## src/rtl/mips_multicycle_ctrl_if.sv

```systemverilog
// Control bundle between the multicycle MIPS controller and its datapath.
// master = controller, slave = datapath side.
interface mips_multicycle_ctrl_if;
    logic [5:0] op;
    logic [5:0] funct;
    logic       zero;
    logic       pcen;
    logic       irwrite;
    logic       regwrite;
    logic       memwrite;
    logic       iord;
    logic       memtoreg;
    logic       regdst;
    logic       alusrca;
    logic [1:0] alusrcb;
    logic [1:0] pcsrc;
    logic [2:0] alucontrol;
    logic [3:0] state;

    modport master (
        input  op,
        input  funct,
        input  zero,
        output pcen,
        output irwrite,
        output regwrite,
        output memwrite,
        output iord,
        output memtoreg,
        output regdst,
        output alusrca,
        output alusrcb,
        output pcsrc,
        output alucontrol,
        output state
    );

    modport slave (
        output op,
        output funct,
        output zero,
        input  pcen,
        input  irwrite,
        input  regwrite,
        input  memwrite,
        input  iord,
        input  memtoreg,
        input  regdst,
        input  alusrca,
        input  alusrcb,
        input  pcsrc,
        input  alucontrol,
        input  state
    );
endinterface

```

## src/rtl/mips_multicycle_ctrl.sv

```systemverilog
// Moore main controller for the multicycle MIPS core: sequences the
// shared ALU/memory datapath and decodes the ALU operation.
module mips_multicycle_ctrl (
    input  logic                  clk,
    input  logic                  reset,
    mips_multicycle_ctrl_if.master ctrl
);

    typedef enum logic [3:0] {
        FETCH    = 4'd0,
        DECODE   = 4'd1,
        MEMADR   = 4'd2,
        MEMRD    = 4'd3,
        MEMWB    = 4'd4,
        MEMWR    = 4'd5,
        EXECUTE  = 4'd6,
        ALUWB    = 4'd7,
        BRANCH   = 4'd8,
        ADDIEXEC = 4'd9,
        ADDIWB   = 4'd10,
        JUMP     = 4'd11
    } state_t;

    localparam logic [5:0] OP_LW   = 6'b100011;
    localparam logic [5:0] OP_SW   = 6'b101011;
    localparam logic [5:0] OP_R    = 6'b000000;
    localparam logic [5:0] OP_BEQ  = 6'b000100;
    localparam logic [5:0] OP_ADDI = 6'b001000;
    localparam logic [5:0] OP_J    = 6'b000010;

    state_t state_q;
    state_t state_d;
    state_t dstate;

    logic       is_lw;
    logic       is_sw;
    logic       is_r;
    logic       is_beq;
    logic       is_addi;
    logic       is_j;

    logic       pcwrite;
    logic       branch;
    logic       irwrite_s;
    logic       regwrite_s;
    logic       memwrite_s;
    logic       iord_s;
    logic       memtoreg_s;
    logic       regdst_s;
    logic       alusrca_s;
    logic [1:0] alusrcb_s;
    logic [1:0] pcsrc_s;
    logic [1:0] aluop;

    assign is_lw   = (ctrl.op == OP_LW);
    assign is_sw   = (ctrl.op == OP_SW);
    assign is_r    = (ctrl.op == OP_R);
    assign is_beq  = (ctrl.op == OP_BEQ);
    assign is_addi = (ctrl.op == OP_ADDI);
    assign is_j    = (ctrl.op == OP_J);

    always_ff @(posedge clk) begin
        if (!reset)
            state_q <= FETCH;
        else
            state_q <= state_d;
    end

    always_comb begin
        state_d = FETCH;
        unique case (state_q)
            FETCH:    state_d = DECODE;
            DECODE: begin
                unique case (1'b1)
                    is_lw,
                    is_sw:   state_d = MEMADR;
                    is_r:    state_d = EXECUTE;
                    is_beq:  state_d = BRANCH;
                    is_addi: state_d = ADDIEXEC;
                    is_j:    state_d = JUMP;
                    default: state_d = FETCH;
                endcase
            end
            MEMADR:   state_d = is_sw ? MEMWR : MEMRD;
            MEMRD:    state_d = MEMWB;
            EXECUTE:  state_d = ALUWB;
            ADDIEXEC: state_d = ADDIWB;
            default:  state_d = FETCH;
        endcase
    end

    // In reset the selects mirror FETCH; write enables are gated below.
    assign dstate = reset ? state_q : FETCH;

    always_comb begin
        pcwrite    = 1'b0;
        branch     = 1'b0;
        irwrite_s  = 1'b0;
        regwrite_s = 1'b0;
        memwrite_s = 1'b0;
        iord_s     = 1'b0;
        memtoreg_s = 1'b0;
        regdst_s   = 1'b0;
        alusrca_s  = 1'b0;
        alusrcb_s  = 2'b00;
        pcsrc_s    = 2'b00;
        aluop      = 2'b00;
        unique case (dstate)
            FETCH: begin
                irwrite_s = 1'b1;
                pcwrite   = 1'b1;
                alusrcb_s = 2'b01;
            end
            DECODE:   alusrcb_s = 2'b11;
            MEMADR: begin
                alusrca_s = 1'b1;
                alusrcb_s = 2'b10;
            end
            MEMRD:    iord_s = 1'b1;
            MEMWB: begin
                memtoreg_s = 1'b1;
                regwrite_s = 1'b1;
            end
            MEMWR: begin
                iord_s     = 1'b1;
                memwrite_s = 1'b1;
            end
            EXECUTE: begin
                alusrca_s = 1'b1;
                aluop     = 2'b10;
            end
            ALUWB: begin
                regdst_s   = 1'b1;
                regwrite_s = 1'b1;
            end
            BRANCH: begin
                alusrca_s = 1'b1;
                aluop     = 2'b01;
                pcsrc_s   = 2'b01;
                branch    = 1'b1;
            end
            ADDIEXEC: begin
                alusrca_s = 1'b1;
                alusrcb_s = 2'b10;
            end
            ADDIWB:   regwrite_s = 1'b1;
            JUMP: begin
                pcsrc_s = 2'b10;
                pcwrite = 1'b1;
            end
            default: ;
        endcase
    end

    function automatic logic [2:0] alu_dec(
        input logic [1:0] op2,
        input logic [5:0] fn
    );
        logic [2:0] r;
        r = 3'b010;
        unique case (op2)
            2'b01: r = 3'b110;
            2'b10: begin
                unique case (fn)
                    6'b100010: r = 3'b110;
                    6'b100100: r = 3'b000;
                    6'b100101: r = 3'b001;
                    6'b101010: r = 3'b111;
                    default:   r = 3'b010;
                endcase
            end
            default: r = 3'b010;
        endcase
        return r;
    endfunction

    assign ctrl.pcen       = reset & (pcwrite | (branch & ctrl.zero));
    assign ctrl.irwrite    = reset & irwrite_s;
    assign ctrl.regwrite   = reset & regwrite_s;
    assign ctrl.memwrite   = reset & memwrite_s;
    assign ctrl.iord       = iord_s;
    assign ctrl.memtoreg   = memtoreg_s;
    assign ctrl.regdst     = regdst_s;
    assign ctrl.alusrca    = alusrca_s;
    assign ctrl.alusrcb    = alusrcb_s;
    assign ctrl.pcsrc      = pcsrc_s;
    assign ctrl.alucontrol = alu_dec(aluop, ctrl.funct);
    assign ctrl.state      = state_q;

endmodule

```

## src/flat_wrapper.sv

```systemverilog
// flat-port wrapper written by rule: the top's interface ports become plain ports
module mips_multicycle_ctrl_flat 
  (clk, reset, ctrl_op, ctrl_funct, ctrl_zero, ctrl_pcen, ctrl_irwrite, ctrl_regwrite, ctrl_memwrite, ctrl_iord, ctrl_memtoreg, ctrl_regdst, ctrl_alusrca, ctrl_alusrcb, ctrl_pcsrc, ctrl_alucontrol, ctrl_state);
  mips_multicycle_ctrl_if ctrl_i ();
  input  logic clk;
  input  logic reset;
  input wire logic [$bits(ctrl_i.op)-1:0] ctrl_op;
  input wire logic [$bits(ctrl_i.funct)-1:0] ctrl_funct;
  input wire logic [$bits(ctrl_i.zero)-1:0] ctrl_zero;
  output wire logic [$bits(ctrl_i.pcen)-1:0] ctrl_pcen;
  output wire logic [$bits(ctrl_i.irwrite)-1:0] ctrl_irwrite;
  output wire logic [$bits(ctrl_i.regwrite)-1:0] ctrl_regwrite;
  output wire logic [$bits(ctrl_i.memwrite)-1:0] ctrl_memwrite;
  output wire logic [$bits(ctrl_i.iord)-1:0] ctrl_iord;
  output wire logic [$bits(ctrl_i.memtoreg)-1:0] ctrl_memtoreg;
  output wire logic [$bits(ctrl_i.regdst)-1:0] ctrl_regdst;
  output wire logic [$bits(ctrl_i.alusrca)-1:0] ctrl_alusrca;
  output wire logic [$bits(ctrl_i.alusrcb)-1:0] ctrl_alusrcb;
  output wire logic [$bits(ctrl_i.pcsrc)-1:0] ctrl_pcsrc;
  output wire logic [$bits(ctrl_i.alucontrol)-1:0] ctrl_alucontrol;
  output wire logic [$bits(ctrl_i.state)-1:0] ctrl_state;
  assign ctrl_i.op = ctrl_op;
  assign ctrl_i.funct = ctrl_funct;
  assign ctrl_i.zero = ctrl_zero;
  assign ctrl_pcen = ctrl_i.pcen;
  assign ctrl_irwrite = ctrl_i.irwrite;
  assign ctrl_regwrite = ctrl_i.regwrite;
  assign ctrl_memwrite = ctrl_i.memwrite;
  assign ctrl_iord = ctrl_i.iord;
  assign ctrl_memtoreg = ctrl_i.memtoreg;
  assign ctrl_regdst = ctrl_i.regdst;
  assign ctrl_alusrca = ctrl_i.alusrca;
  assign ctrl_alusrcb = ctrl_i.alusrcb;
  assign ctrl_pcsrc = ctrl_i.pcsrc;
  assign ctrl_alucontrol = ctrl_i.alucontrol;
  assign ctrl_state = ctrl_i.state;
  mips_multicycle_ctrl u_core (.clk(clk), .reset(reset), .ctrl(ctrl_i));
endmodule
```

## config.mk

```make
export PLATFORM = sky130hd
export DESIGN_NAME = mips_multicycle_ctrl_flat
export DESIGN_NICKNAME = d
export VERILOG_FILES = /design/src/rtl/mips_multicycle_ctrl_if.sv /design/src/rtl/mips_multicycle_ctrl.sv /design/src/flat_wrapper.sv
export SDC_FILE = /design/constraint.sdc
export NUM_CORES = 1
export LEC_CHECK = 0
export CAP_MARGIN = 40
export CORE_MARGIN = 10
export CORE_UTILIZATION = 39
export CTS_CLUSTER_DIAMETER = 150
export DETAILED_ROUTE_END_ITERATION = 8
export PLACE_DENSITY = 0.8
export SYNTH_ARGS = -nofsm -noshare
export SYNTH_HDL_FRONTEND = slang
export SYNTH_SLANG_ARGS = --single-unit
```

## constraint.sdc

```tcl
create_clock -name clk -period 2.8 [get_ports clk]
set_input_delay 0.42 -clock clk [delete_from_list [all_inputs] [get_ports clk]]
set_output_delay 0.42 -clock clk [all_outputs]
set_load 0.01 [all_outputs]
```

* Word level (Yosys, flattened, before mapping) *
Index checks and enable logic that the tools add are counted.

storage, ports and cells
  flip-flop bits (word level) = 4
  input bits = 15
  output and inout port bits = 19
  word-level logic and storage cells = 61

operators by class
  equal/unequal tests = 27
  muxes and demuxes = 18
  bitwise logic cells = 6
  reductions and logical operators = 9

operators by type and width
  cell                                                             number
  6-bit == test, second input constant                             6
  4-bit one-hot mux with 6 select lines                            1
  4-bit by 3-bit == test with 1-bit output, second input constant  5
  4-bit == test, second input constant                             5
  4-bit one-hot mux with 5 select lines                            1
  4-bit by 2-bit == test with 1-bit output, second input constant  4
  3-bit one-hot mux with 4 select lines                            1
  1-bit two-way mux                                                9
  4-bit by 1-bit == test with 1-bit output, second input constant  2
  4-bit zero test                                                  2
  2-bit one-hot mux with 2 select lines                            2
  2-bit OR reduction                                               4
  6-bit by 2-bit == test with 1-bit output, second input constant  1
  6-bit by 3-bit == test with 1-bit output, second input constant  1
  6-bit by 4-bit == test with 1-bit output, second input constant  1
  6-bit zero test                                                  1
  2-bit one-hot mux with 3 select lines                            1
  3-bit one-hot mux with 2 select lines                            1
  1-bit bitwise AND                                                5
  4-bit two-way mux                                                1
  4-bit OR reduction                                               1
  3-bit two-way mux                                                1
  3-bit OR reduction                                               1
  2-bit by 1-bit == test with 1-bit output, second input constant  1
  other kinds (2)                                                  2

* Depth between registers and ports, before layout *
  depth in word-level cells = 6
  depth in mapped cells = 9
  gate-level depth less buffers = 8

* Least setup slack after synthesis *
OpenSTA, ideal clock, no wires.

  path kind = flip-flop to output port
  from = register u_core.state_q[0], in the netlist u_core.ctrl.state[0]
  to = output port ctrl_alucontrol[2]
  data arrival time = 1.624 ns
  data required time = 2.380 ns
  slack = 0.756 ns
  stages on the path, launching flop included = 7
  buffers on the path = 1
  cell sequence = dfxtp_1 > buf_2 > or4_4 > ha_1 > and3b_1 > a21oi_1 > nor2b_1

between the ends
  cells in the longest elaborated chain, start to end = 5
  elaborated cells on any way between the ends = 7
  those cells by class = eq/ne: 4; mux: 3

RTL lines
  element                                                                    line                         RTL
  start: declaration                                                         mips_multicycle_ctrl.sv:31   state_t state_q;
  start signal: assignment                                                   mips_multicycle_ctrl.sv:66   state_q <= state_d;
  4-bit two-way mux *                                                        mips_multicycle_ctrl.sv:93   assign dstate = reset ? state_q : FETCH;
  4-bit == test or 4-bit by 3-bit == test with 1-bit output (tied branches)  mips_multicycle_ctrl.sv:108  unique case (dstate)
  2-bit one-hot mux with 2 select lines *                                    mips_multicycle_ctrl.sv:108
  2-bit == test or 2-bit by 1-bit == test with 1-bit output (tied branches)  mips_multicycle_ctrl.sv:161  unique case (op2)
  3-bit one-hot mux with 2 select lines *                                    mips_multicycle_ctrl.sv:161
  end: declaration                                                           flat_wrapper.sv:20           output wire logic [$bits(ctrl_i.alucontrol)-1:0] ctrl_alucontrol;

Every way passes the cells marked *; elsewhere a longest branch is shown, timed or not.

* Worst setup path in the final report *
  from = input port reset
  to = output port ctrl_alucontrol[2]

between the ends
  cells in the longest elaborated chain, start to end = 5
  elaborated cells on any way between the ends = 7
  those cells by class = eq/ne: 4; mux: 3

RTL lines
  element                                                                    line                         RTL
  start: declaration                                                         flat_wrapper.sv:6            input logic reset;
  4-bit two-way mux *                                                        mips_multicycle_ctrl.sv:93
  4-bit == test or 4-bit by 3-bit == test with 1-bit output (tied branches)  mips_multicycle_ctrl.sv:108
  2-bit one-hot mux with 2 select lines *                                    mips_multicycle_ctrl.sv:108
  2-bit == test or 2-bit by 1-bit == test with 1-bit output (tied branches)  mips_multicycle_ctrl.sv:161
  3-bit one-hot mux with 2 select lines *                                    mips_multicycle_ctrl.sv:161

Marks and branches as above.

==> metrics.yaml <==
outcome: "complete, no violations"
cts_tree: "built"
dr.pass1.iters: 6
finalPower_mw: 0.207
endpoint_kind: "output pin"
grt_overflow: 0
fp.coreArea_sq_um: 1330
root_buffer: "clkbuf_4"
worst_r2r_path_depth: 5
cp-start-kind: "primary input"
slew_viol_final: 0
powerDensity_nw_per_um2: 215
clkTransAtPathRegs_ps: 40
io_buffers: 33
vias: 762
p_leak_nw: 0.402
drtIter0Drc: 20
placed_area_sq_um: 947
syn-mean-instance-area_sq_um: 6.81
p_clk_share_pct: 34.6
max_clock_freq_ghz: 0.384
yosys.area.top_type: "dfxtp_1"
relSlewSlack_pct: 77.6
hold_class: "reg -> reg"
cp_slowest_stage_delay_ps: 490
seq_power_share_pct: 30.0
hold_path_depth: 2
io_pins: 34
use_met2_pct: 20.4
synth_commonest_cells: "nor2_1 (8), a21oi_1 (7), o21ai_0 (7)"
synthArstFlopShare_pct: 0
tightest_slew_ps: 336
final.min_clock_period_ps: 2610
fin_area_sq_um: 963
syn2layout_area_growth_pct: 70.4
cp_data_required_time_ps: 2380
synth_top_flop_cell: "dfxtp_1"
synth_edf_count: 0
die_x_um: 58.1
slowest_stage: "clkdlybuf4s50_1"
holdBufCountCts: 0
dieArea_sq_um: 3370
drive_gt1_share_pct: 16.4
p_int_mw: 0.148
rsz0062_at_grt: "no"
largest_reg_flops: 4
grt_use_total_pct: 11.2
grt_pass1_wl_mm: 3.25
drt_wl_total_mm: 1.98
syn_nets: 101
routabilityCongestion: 0.775
setup_tns_ps: 0
p_switching_mw: 0.0591
via_per_inst: 5.56
finClkSkew_ps: 3.39
hold_ws_ps: 674
grt_max_degree: 11
drc: 0
synthCells: 83
final_antenna_net_count: 0
ys_ff_latch: 4
diodes: 0
arrival_ps: 2190
vdd_drop_max_mv: 0.189
grt_util_met1_pct: 12.2
wl_per_cell_um: 14.5
path_cells: "clkdlybuf4s50_1 -> nor2b_2 -> nand2_1 -> or2_2 -> inv_1 -> ha_1 -> and3b_1 -> a21oi_1 -> nor2b_1 -> clkbuf_2"
synth.most_common_cell: "nor2_1"
fin_nets: 142
antenna_found_initial: 0
combPwrFrac_pct: 35.4
period_share_pct: 93.1
cap_violations: 0
grt_pass1_vias: 738
place_hpwl_mm: 1.63
setup_violations: 0
cts_max_path_buffers: 2
synth_top_area_share_pct: 14.2
die_h_um: 58.1
use_met3_pct: 1.31
cts.sinks: 4
start_util_pct: 42.4
critPathMaxFanout: 3
synth_warnings: 0
synth_area_leaders: "dfxtp_1 (14%), ha_1 (6.6%), a21oi_1 (6.2%), o21ai_0 (6.2%), nor2_1 (5.3%)"
seq_area_frac_synth_pct: 14.2
syn-cell-area_sq_um: 566
htreeDepth: 1
hold_viol_final: 0
rows: 13
clk_latency_ps: 230
critPathKind: "in -> out"
sw_frac_of_total_pct: 28.5
cts_buffers: 3
synth_cell_types: 35
top_usage_layer: "met2"
## kinds of logic after synthesis
group | after synthesis | share of synthesized area, %
XOR/XNOR | 3 | 4.65
adder cells (fa/ha/maj) | 3 | 6.64
buffers and inverters | 11 | 8.85
flip-flops | 4 | 14.2
AO/OA/AOI/OAI | 23 | 26.8
AND/OR/NAND/NOR | 39 | 38.9
## worst max-delay path: cells and delay by family
family	cells	cell delay (ps)
adders and majority gates	1	160
buffers and inverters	3	700
and+or+nand+nor	5	850
AOI/OAI and AO/OA	1	70
## layout make-up
class | instances | area, sq um
inverters | 6 | 22.5
repair buffers | 41 | 382
multi-input cells | 68 | 438
flip-flops and latches | 4 | 80.1
clock buffers | 3 | 22.5
well taps | 15 | 18.8
fillers | 118 | 370
## power groups by stage
stage               clock, mW  combinational [mW]  sequential (mW)
CTS                    0.0715              0.0735           0.0622
global route           0.0729              0.0801           0.0627
finish                 0.0717              0.0735           0.0622
detailed placement          0              0.0731           0.0630
floorplan                   0              0.0305           0.0620
global placement            0              0.0715           0.0630
## path summary, 6_finish.rpt
path                                           start                   end  slack [ps]
worst min-delay path            u_core.ctrl.state[1]  u_core.ctrl.state[0]         670
worst max register to register  u_core.ctrl.state[1]  u_core.ctrl.state[1]        1380
worst min register to register  u_core.ctrl.state[1]  u_core.ctrl.state[0]         670
worst max-delay path                           reset    ctrl_alucontrol[2]         190
## per-layer routing
layer | vias up | share of wire, %
met5 | - | 0
met4 | 0 | 1.9
met3 | 6 | 7.8
met2 | 40 | 49
met1 | 336 | 41
li1 | 380 | -
## metrics by stage
stage	util (%)	instances	setup slack [ps]
5_1_grt	72.2	137	51.5
2_1_floorplan	-	83	756
3_5_place_dp	71.0	134	-220
3_3_place_gp	71.0	134	-133
6_report	72.2	137	193
4_1_cts	72.4	137	47.1
## repair_timing
action	CTS	global route
endpoints found under the hold margin	0	0
setup buffers	0	0
setup endpoints to repair	3	3
resized for setup	3	6
## cell usage in the layout, fill, tap and decap left out, types with 4 or more instances in the layout
master | Yosys | routed
nor2_1 | 8 | 8
dfxtp_1 | 4 | 4
inv_1 | 6 | 6
clkdlybuf4s50_1 | 0 | 29
a21oi_1 | 7 | 7
o21ai_0 | 7 | 7
nand2_1 | 6 | 6
buf_4 | 1 | 8
Note: power is estimated with default switching activity, not from simulation.
